### src/rtl/angle_bcd_mux.sv
// angle_bcd_mux: selects one of NUM_CH binary angle channels with a one-hot
// select, converts it to DIGITS packed BCD digits with a sequential
// shift-add-3 engine and holds the last good result for the display path.
//
// Ports:
//   clk, rst_n   clock (rising edge), asynchronous active-low reset
//   angles_in    flattened channels, channel i = angles_in[i*IN_W +: IN_W]
//   sel          one-hot channel select
//   start        single-cycle convert request (dropped while busy)
//   auto_en      continuous re-conversion of the selected channel
//   bcd_out      packed BCD result, most significant digit in top nibble
//   ch_out       index of the channel that produced bcd_out
//   bcd_valid    one-cycle pulse when bcd_out/ch_out/ovf update
//   busy         conversion in progress
//   ovf          last result saturated to all nines
//   sel_err      one-cycle pulse when a triggered load finds sel not one-hot
module angle_bcd_mux #(
  parameter int unsigned NUM_CH = 4,
  parameter int unsigned IN_W   = 8,
  parameter int unsigned DIGITS = 3
) (
  input  logic                      clk,
  input  logic                      rst_n,
  input  logic [NUM_CH*IN_W-1:0]    angles_in,
  input  logic [NUM_CH-1:0]         sel,
  input  logic                      start,
  input  logic                      auto_en,
  output logic [4*DIGITS-1:0]       bcd_out,
  output logic [$clog2(NUM_CH)-1:0] ch_out,
  output logic                      bcd_valid,
  output logic                      busy,
  output logic                      ovf,
  output logic                      sel_err
);

  localparam int unsigned CH_W    = $clog2(NUM_CH);
  localparam int unsigned BCD_W   = 4 * DIGITS;
  localparam int unsigned CNT_W   = $clog2(IN_W);
  localparam int unsigned MAX_VAL = (10 ** DIGITS) - 1;
  localparam logic [CNT_W-1:0] LAST_SHIFT = CNT_W'(IN_W - 1);

  typedef enum logic [1:0] {
    S_IDLE  = 2'd0,
    S_LOAD  = 2'd1,
    S_SHIFT = 2'd2,
    S_DONE  = 2'd3
  } state_e;

  state_e               state_q, state_d;
  logic [NUM_CH-1:0]    last_sel_q, last_sel_d;
  logic                 pending_q, pending_d;
  logic [IN_W-1:0]      val_q, val_d;
  logic [BCD_W-1:0]     acc_q, acc_d;
  logic [CNT_W-1:0]     cnt_q, cnt_d;
  logic [CH_W-1:0]      idx_q, idx_d;
  logic                 sat_q, sat_d;
  logic [BCD_W-1:0]     bcd_out_q, bcd_out_d;
  logic [CH_W-1:0]      ch_out_q, ch_out_d;
  logic                 ovf_q, ovf_d;
  logic                 bcd_valid_q, bcd_valid_d;
  logic                 sel_err_q, sel_err_d;
  logic                 busy_q, busy_d;

  logic                 sel_onehot_c;
  logic [CH_W-1:0]      sel_idx_c;
  logic [IN_W-1:0]      sel_val_c;
  logic [BCD_W-1:0]     acc_adj_c;
  logic                 trigger_c;
  logic                 sel_moved_c;

  // Channel decode: one-hot test, index encode and AND-OR value mux.
  always_comb begin
    sel_onehot_c = (sel != '0) && ((sel & (sel - NUM_CH'(1))) == '0);
    sel_idx_c    = '0;
    sel_val_c    = '0;
    for (int unsigned i = 0; i < NUM_CH; i++) begin
      if (sel[i]) begin
        sel_idx_c = CH_W'(i);
      end
      sel_val_c = sel_val_c | (angles_in[i*IN_W +: IN_W] & {IN_W{sel[i]}});
    end
  end

  // Add-3 correction on every digit that would exceed 9 after doubling.
  always_comb begin
    acc_adj_c = acc_q;
    for (int unsigned d = 0; d < DIGITS; d++) begin
      if (acc_q[4*d +: 4] >= 4'd5) begin
        acc_adj_c[4*d +: 4] = acc_q[4*d +: 4] + 4'd3;
      end
    end
  end

  assign trigger_c   = start || auto_en || (sel != last_sel_q) || pending_q;
  assign sel_moved_c = (sel != last_sel_q);

  // Next-state and datapath.
  always_comb begin
    state_d     = state_q;
    last_sel_d  = last_sel_q;
    pending_d   = pending_q;
    val_d       = val_q;
    acc_d       = acc_q;
    cnt_d       = cnt_q;
    idx_d       = idx_q;
    sat_d       = sat_q;
    bcd_out_d   = bcd_out_q;
    ch_out_d    = ch_out_q;
    ovf_d       = ovf_q;
    bcd_valid_d = 1'b0;
    sel_err_d   = 1'b0;

    case (state_q)
      S_IDLE: begin
        if (trigger_c) begin
          pending_d = 1'b0;
          state_d   = S_LOAD;
        end
      end

      S_LOAD: begin
        last_sel_d = sel;
        if (!sel_onehot_c) begin
          // Bad select: report it and keep the displayed result.
          sel_err_d = 1'b1;
          state_d   = S_IDLE;
        end else begin
          idx_d = sel_idx_c;
          if (32'(sel_val_c) > MAX_VAL) begin
            // Value cannot be shown: saturate to all nines, skip shifting.
            acc_d   = {DIGITS{4'h9}};
            sat_d   = 1'b1;
            state_d = S_DONE;
          end else begin
            acc_d   = '0;
            val_d   = sel_val_c;
            cnt_d   = '0;
            sat_d   = 1'b0;
            state_d = S_SHIFT;
          end
        end
      end

      S_SHIFT: begin
        // A select change during the conversion queues one re-conversion.
        if (sel_moved_c) begin
          pending_d = 1'b1;
        end
        acc_d = {acc_adj_c[BCD_W-2:0], val_q[IN_W-1]};
        val_d = {val_q[IN_W-2:0], 1'b0};
        if (cnt_q == LAST_SHIFT) begin
          state_d = S_DONE;
        end else begin
          cnt_d = cnt_q + CNT_W'(1);
        end
      end

      S_DONE: begin
        if (sel_moved_c) begin
          pending_d = 1'b1;
        end
        bcd_out_d   = acc_q;
        ch_out_d    = idx_q;
        ovf_d       = sat_q;
        bcd_valid_d = 1'b1;
        state_d     = S_IDLE;
      end

      default: begin
        state_d = S_IDLE;
      end
    endcase

    busy_d = (state_d != S_IDLE);
  end

  // State and output registers.
  always_ff @(posedge clk or negedge rst_n) begin
    if (!rst_n) begin
      state_q     <= S_IDLE;
      last_sel_q  <= '0;
      pending_q   <= 1'b0;
      val_q       <= '0;
      acc_q       <= '0;
      cnt_q       <= '0;
      idx_q       <= '0;
      sat_q       <= 1'b0;
      bcd_out_q   <= '0;
      ch_out_q    <= '0;
      ovf_q       <= 1'b0;
      bcd_valid_q <= 1'b0;
      sel_err_q   <= 1'b0;
      busy_q      <= 1'b0;
    end else begin
      state_q     <= state_d;
      last_sel_q  <= last_sel_d;
      pending_q   <= pending_d;
      val_q       <= val_d;
      acc_q       <= acc_d;
      cnt_q       <= cnt_d;
      idx_q       <= idx_d;
      sat_q       <= sat_d;
      bcd_out_q   <= bcd_out_d;
      ch_out_q    <= ch_out_d;
      ovf_q       <= ovf_d;
      bcd_valid_q <= bcd_valid_d;
      sel_err_q   <= sel_err_d;
      busy_q      <= busy_d;
    end
  end

  assign bcd_out   = bcd_out_q;
  assign ch_out    = ch_out_q;
  assign bcd_valid = bcd_valid_q;
  assign busy      = busy_q;
  assign ovf       = ovf_q;
  assign sel_err   = sel_err_q;

endmodule
### config.mk
export PLATFORM = sky130hd
export DESIGN_NAME = angle_bcd_mux
export DESIGN_NICKNAME = d
export VERILOG_FILES = /design/src/rtl/angle_bcd_mux.sv
export SDC_FILE = /design/constraint.sdc
export NUM_CORES = 1
export LEC_CHECK = 0
export CAP_MARGIN = 0
export CORE_MARGIN = 3
export CORE_UTILIZATION = 30
export CTS_CLUSTER_SIZE = 30
export DETAILED_ROUTE_END_ITERATION = 10
export PLACE_DENSITY_LB_ADDON = 0.2
export SLEW_MARGIN = 20
export SYNTH_ARGS = -nofsm -noshare
export SYNTH_HDL_FRONTEND = slang
export SYNTH_SLANG_ARGS = --single-unit
### constraint.sdc
create_clock -name clk -period 2 [get_ports clk]
set_input_delay 0.6 -clock clk [delete_from_list [all_inputs] [get_ports clk]]
set_output_delay 0.6 -clock clk [all_outputs]
set_load 0.02 [all_outputs]
==> results.toml, run 1 <==
[grt]
grt_pass1_vias = 2106
globalRouteMet3Util = 0.03296
use_met2 = 0.2082
grt_pass1_wl_um = 10120
grt_overflow_total = 0
grt_antenna_before_repair = 0
grtUsageMet1 = 0.1670
grt_max_degree = 37
top_usage_layer = "met2"
grt_util_all_layers = 0.1258

[timing]
worst_pin_slew_ns = 0.6008
rsz0062_at_grt = "no"
clock_skew_ns = 0.007504
slew_headroom = 0.5985
post-route-period-util = 0.9450
report.final.slew_viol_count = 0
hold_viol = 0
fmaxAchievable_mhz = 529.1
period_needed_ns = 1.890
fin_setup_tns_ns = 0
setup_viol = 0

[place]
post-dp-hpwl_um = 4408
numPortBuffers = 56
placed_area_um2 = 3376
gp_congestion = 0.7419

[clocking]
cts_tree = "yes"
cts_root_buf = "clkbuf_8"
cts_resized = 5
clock_latency_ns = 0.30
h-tree-depth = 2
cts_made_buffers = 5
ctsHoldBuffers = 0
cts_buffer_depth = 2
clkSinkCount = 49
cts.clk_slew.worst_paths_ns = 0.10
post_cts_buffers = 0

[cells_and_area]
syn2layout_area_growth_pct = 33.16
nNetsFinal = 364
final_area_um2 = 3467
fillCellCount = 834
drive_gt1_frac = 0.1640
n_antenna_cell = 0

[critical_path]
critPathArrivalTime_ns = 1.29
cp-end-kind = "output pin"
crit_slowest_cell = "clkdlybuf4s50_1"
crit_fanout = 2
worstSetupPathType = "flip-flop to output pin"
r2r_setup_slack_ns = 0.39
cp-startpoint = "ch_out[1]"
critPathTopFamily = "buffers and inverters"
critPathMaxStageDelay_ns = 0.62
cp_cell_sequence = "clkdlybuf4s50_1"
cp.required_ns = 1.40
timing.rr.end = "acc_q[8]"
reg2reg_depth = 5
start_kind = "flip-flop"
crit_buf_inv = 1
cp_num_cells = 1
r2r_start = "state_q[1]"
critPathCapture = "ch_out[1]"

[synthesis]
synth.area.top_cells = "dfrtp_1, a22oi_1, mux2_4"
synth_ff_type = "dfrtp_1"
synth_cell_types = 47
synthTopCellsByCount = "dfrtp_1, nand2_1, a22oi_1, o21ai_0"
yosysTopAreaCellShare = 0.4709
synth-edff-count = 0
ys_warn_count = 0
netlist_area_um2 = 2604
syn_inst = 250
ys_async_sr_fraction = 1.000
synth_seq_cells = 49
synth_nets = 298
synth.avg_cell_area_um2 = 10.41
synth_top_area_cell = "dfrtp_1"
ys_seq_area_frac = 0.4709
yosysMostFrequentCell = "dfrtp_1"

[floorplan]
pin_count = 58
design.die.area_um2 = 9833
dieWidth_um = 99.16
die_h_um = 99.16
rows = 33
core_area_um2 = 8341
start_util = 0.3122

[route]
detail_route.first_pass.iterations = 4
finalWirelength_um = 5770
vias = 2043
routedWlPerCell_um = 13.67
initialDrtViolationCount = 44
drtAntennaViolNets = 0
drc = 0
vias_per_cell = 4.841

[status]
status = "completed"

[power]
p_per_area_nw_per_um2 = 1237
leakagePower_nw = 1.474
peakVddDrop_mv = 0.3318

[worst_hold_path]
hold_class = "input port to asynchronous set/reset pin"

[flow_run]
maxCapViolations = 0
[placed cells by master, fill, tap and decap left out, drive strengths merged, types with 3 or more instances in the layout]
master and n:
a211oi 3, a21oi 8, a22oi 14, a31oi 10, buf 23, clkbuf 6
clkdlybuf4s50 51, dfrtp 49, dlygate4sd2 4, ha 8, inv 13, mux2 14
nand2 27, nand2b 6, nand3 3, nor2 12, nor3 4, nor4 3
o21ai 20, o22ai 4, xnor2 8
[final cells by class]
class                   count  area [um^2]  share of cell area
repair buffers             78        740.7              0.2136
well taps                 105        131.4             0.03789
inverters                  13        53.80             0.01552
multi-input cells         169         1227              0.3540
clock inverters             2        15.01            0.004331
clock buffers               6        72.57             0.02093
flip-flops and latches     49         1226              0.3537
[registers in the layout (all words and copies together) (netlist names)]
signal	cells
acc_q	12
bcd_out	12
val_q	8
last_sel_q	4
cnt_q	3
ch_out	2
idx_q	2
state_q	2
bcd_valid	1
busy	1
pending_q	1
sel_err	1
[power breakdown]
part           total [mW]  switching, mW  internal [mW]  leakage (nW)
combinational        2.08           1.03           1.05         0.805
clock               0.584          0.336          0.247        0.0374
sequential           1.63          0.265           1.36         0.631
total                4.29           1.63           2.66          1.47
[metrics by stage]
step	util	hold slack (ns)	setup slack [ns]	instances	power [mW]
finish	0.4157	0.1881	0.1099	422	4.290
global route	0.4157	0.1999	0.05441	422	4.659
CTS	0.4157	0.1882	0.09008	422	4.367
detailed placement	0.4047	0.4708	-0.4185	414	3.767
global placement	0.4047	0.4622	-0.3803	414	3.729
floorplan	-	0.3044	0.07466	250	2.990
[cells by family (layout without fill, tap and decap cells)]
logic type,Yosys count,in the layout,synth area share
AOI/OAI and AO/OA,73,73,0.1975
xor gates and xnor gates,10,10,0.03652
adders and majority gates,8,8,0.03844
buffers and inverters,32,99,0.06103
DFF,49,49,0.4709
muxes,15,15,0.07448
other,1,1,0.001440
and+or+nand+nor,62,62,0.1197
[worst min path at each step]
stage	end	depth (start not counted)
after floorplan	acc_q[0]	0
after global placement	bcd_out[7]	2
after detailed placement	bcd_out[7]	2
after CTS	bcd_out[7]	1
after global routing	bcd_out[7]	1
final	bcd_out[7]	1
[routing by layer]
layer | up-vias | part of all wire
li1 | 1018 | -
met1 | 969 | 0.47
met2 | 54 | 0.48
met3 | 2 | 0.053
met4 | 0 | 0.0035
met5 | - | 0
Note: power is estimated with default switching activity, not from simulation.
==> run 2, diff against run 1 <==
--- a/config.mk
+++ b/config.mk
@@ -10,6 +10,7 @@
 export CORE_UTILIZATION = 30
 export CTS_CLUSTER_SIZE = 30
 export DETAILED_ROUTE_END_ITERATION = 10
+export GPL_ROUTABILITY_DRIVEN = 0
 export PLACE_DENSITY_LB_ADDON = 0.2
 export SLEW_MARGIN = 20
 export SYNTH_ARGS = -nofsm -noshare
==> results of run 2 <==
Same layout as run 1: the final DEF is identical, and so are final timing and power.
==> edit 1, RTL diff (settings of run 1) <==
Change the parameter `DIGITS` from 3 to 4.
--- a/src/rtl/angle_bcd_mux.sv
+++ b/src/rtl/angle_bcd_mux.sv
@@ -19,3 +19,3 @@
   parameter int unsigned IN_W   = 8,
-  parameter int unsigned DIGITS = 3
+  parameter int unsigned DIGITS = 4
 ) (
Interface: changed (resized bcd_out); port bits go from 58 to 62. No check against the original RTL was run, so the function may have changed too.
==> edit 1 against run 1 <==
  * Setup slack got worse by 0.047 ns
  * Power rose by 20%
  * Largest cell class is now registers
  * Wire length rose by 10%
  * Sequential cell count rose by 8
  * Clock skew barely moved
  * Hold slack got worse by 0.13 ns
  * Design area rose by 11%
  * Synthesized area rose by 8.4%
==> edit 1: results (changes against run 1) <==
** Synth
- The mean cell area of the mapped netlist came to 10.90 µm² (+4.6%).
- The sequential area share after synthesis came to 0.5053 (+0.03439).
- The distinct cell type count of the synthesized netlist is 36 (-23%).
- The commonest cells after synthesis are dfrtp_1 (57), o21ai_0 (25), nand2_1 (18).
- The net count after synthesis came to 309 (+3.7%).
- Fraction of the mapped netlist area in compound gates :: 0.1782 (-0.01931)
- The portion of netlist area occupied by mux cells was 0.09441 (+0.01993).

** GRT
- The met1 demand-to-capacity share in global routing came to 0.1745 (+0.007461).
- The global-route track usage on met2 was 0.2151 (+0.006935).
- The global routing met3 resource utilization came to 0.04939 (+0.01643).
- Vias in the first global route :: 2291 (+8.8%)
- Total global-route track usage :: 0.1345 (+0.008712)

** Status
- Outcome :: completed

** Detailed routing
- DRT Wirelength :: 6.351 mm (+10%)
- The wire length on met1 is 2.997 mm (+11%).
- Routed wl met3 :: 444 µm (+46%)

** Place
- Worst setup slack before clock tree synthesis :: -0.5267 ns (-0.1082 ns)
- Port Buffers :: 60 (+7.1%)
- The cell count after placement was 433 (+4.6%).

** Worst setup path
- The largest individual stage delay along the critical path comes from the cell or4b_4.
- Crit Path Max Fanout :: 5 (+3)

** Clock network
- Clock latency reported for the late side of the worst-skew pair :: 0.33 ns (+0.03 ns)
- The number of H-tree branching levels is 3 (+1).

** Power and ir drop
- Leakage power total :: 1.703 nW (+16%)
- VDD IR max :: 395.3 µV (+19%)
==> edit 1: cell types whose count changed after synthesis, sizes merged, moves of 4 or more <==
cell,before,now
nor3,4,0
dfrtp,49,57
buf,13,6
inv,13,17
o21ai,20,25
nand2,27,18
mux2i,1,6
==> edit 1: logic make-up (layout without fill, tap and decap cells) <==
family | after synthesis | count (layout)
fa+ha+maj | 10 | 10
other cells | 1 | 1
mux | 22 | 22
compound gates | 77 | 77
xor+xnor | 13 | 13
flops | 57 | 57
simple gates | 46 | 46
buf+inv | 33 | 114
==> edit 1: how the worst min path moves through the flow <==
stage | startpoint | to | slack, ns | cells past startpoint
6_report | rst_n | bcd_valid$_DFF_PN0_ | 0.06 | 1
5_1_grt | rst_n | bcd_valid$_DFF_PN0_ | 0.04 | 1
4_1_cts | rst_n | bcd_valid$_DFF_PN0_ | 0.04 | 1
3_5_place_dp | rst_n | bcd_valid$_DFF_PN0_ | 0.41 | 1
3_3_place_gp | rst_n | bcd_valid$_DFF_PN0_ | 0.41 | 1
2_1_floorplan | rst_n | acc_q[0]$_DFFE_PN0P_ | 0.30 | 0
==> edit 1: power by group through the flow <==
stage	clock, mW	combinational (mW)	sequential [mW]
after global placement	0	2.19	1.88
final	1.05	2.22	1.87
after floorplan	0	1.28	2.02
after detailed placement	0	2.23	1.88
after global routing	1.14	2.47	1.94
after CTS	1.08	2.25	1.87
==> edit 1: final cells by class <==
class	count	area [µm²]
Timing Repair Buffer	81	764.5
Tap cell	108	135.1
Inverter	18	72.57
Sequential cell	57	1426
Clock buffer	11	141.4
Timing Repair inverter	1	5.005
Fill cell	877	5075
Clock inverter	3	42.54
Multi-Input combinational cell	169	1271
==> edit 2, RTL diff (settings of run 1) <==
Without the edit above. The 4 states of `state_e` get a one-hot encoding in 4 bits.
--- a/src/rtl/angle_bcd_mux.sv
+++ b/src/rtl/angle_bcd_mux.sv
@@ -41,7 +41,7 @@
 
-  typedef enum logic [1:0] {
-    S_IDLE  = 2'd0,
-    S_LOAD  = 2'd1,
-    S_SHIFT = 2'd2,
-    S_DONE  = 2'd3
+  typedef enum logic [3:0] {
+    S_IDLE  = 4'b0001,
+    S_LOAD  = 4'b0010,
+    S_SHIFT = 4'b0100,
+    S_DONE  = 4'b1000
   } state_e;
Formal check against the unedited RTL: no difference found for any inputs over 10 cycles, from zero or initial values and one cycle with rst_n low; not proved beyond that.
==> edit 2 against run 1 <==
  * Sequential cell count rose by 2
  * Power fell by 18%
  * Synthesized area decreased by 1.4%
  * Setup slack lost 0.012 ns
  * Final cell count decreased by 2.1%
  * Non-clock buffer count unchanged
  * Design area grew 0.87%
  * Count of clock-buffer cells in the layout is 1 lower
  * Wire length down 1.1%
  * Critical path type unchanged
  * Critical endpoint is now bcd_out[1]
==> edit 2: results (changes against run 1) <==
** Status
- The run finished with clean final reports.

** Final layout
- The proportion of cell area spent on the clock network came to 0.02504 (-0.0002169).
- The area growth from synthesis to layout is 36.27%.
- Multi-input combinational gate total :: 155 (-8.3%)
- The number of standard cells in the layout, taps in and fillers out is 413 (-2.1%).
- The fraction of cell area in non-clock buffers is 0.2107 (-0.002907).
- The total of clock buffers placed in the layout came to 5 (-1).

** Synth
- The mean cell area of the mapped netlist came to 10.97 µm² (+5.3%).
- Sequential cell area fraction in the yosys report :: 0.4978 (+0.02688)
- Netlist cell types :: 45 (-4.3%)
- The net count after synthesis came to 282 (-5.4%).
- Sorting the synthesized cells by how often they occur yields dfrtp_1 (50), nand2_1 (20), inv_1 (16).

** GRT
- Total global-route track usage :: 0.1238 (-0.001986)
- Vias in the first global route :: 2019 (-4.1%)
- The first-pass GRT wire length was 9.832 mm (-2.9%).
- The maximum number of pins on one net before global-route repair is 52 (+41%).

** Worst setup path
- The number of cells on the worst reg-to-reg path came to 4 (-1).
- In this run the worst setup path terminates at bcd_out[1].
- Source of the worst register-to-register timing path :: state_q[3]$_DFF_PN0_

** Power and ir drop
- Seq pwr :: 1.58 mW (-3%)
- Leakage power total :: 1.592 nW (+8.1%)
- Logic gate share of total power :: 0.378 (-0.106)
- Net Sw Frac :: 0.3579 (-0.02243)
- The maximum VDD drop was 331.7 µV (about the same).

** Place
- The placed instance area was 3363 µm² (-0.37%).
- HPWL after detailed placement :: 4.290 mm (-2.7%)

** Clock network
- The number of resized instances in the post-cts repair step came to 2 (-3).
- The number of clock sinks was 51 (+4.1%).

** Detailed routing
- DR iter-0 viols :: 83 (+89%)

** Timing
- The final clock period utilization by the worst path came to 0.9510 (+0.005951).
==> edit 2: cell types whose count changed after synthesis, sizes merged, moves of 4 or more <==
cell and change:
a221oi +6, a22o +4, a22oi -4, a31oi -9
buf -5, nand2 -7, nand3 +7, o21ai -11
xnor2 -5, xor2 +5
==> edit 2: kinds of logic after synthesis <==
kind of cell	count (synthesis)	share of synthesized area
adder cells (fa/ha/maj)	8	0.03901
multiplexers	18	0.07704
AO/OA/AOI/OAI	58	0.1804
flip-flops	51	0.4978
XOR/XNOR	10	0.03413
other	1	0.001461
AND/OR/NAND/NOR	60	0.1229
buffers and inverters	28	0.04729
==> edit 2: layer usage <==
layer  up-vias  GRT usage  wire [µm]
li1        994          -          -
met1       975     0.1659       2663
met2        60     0.1986       2684
met3         2    0.03255        334
met4         0    0.03466         24
met5         -          0          0
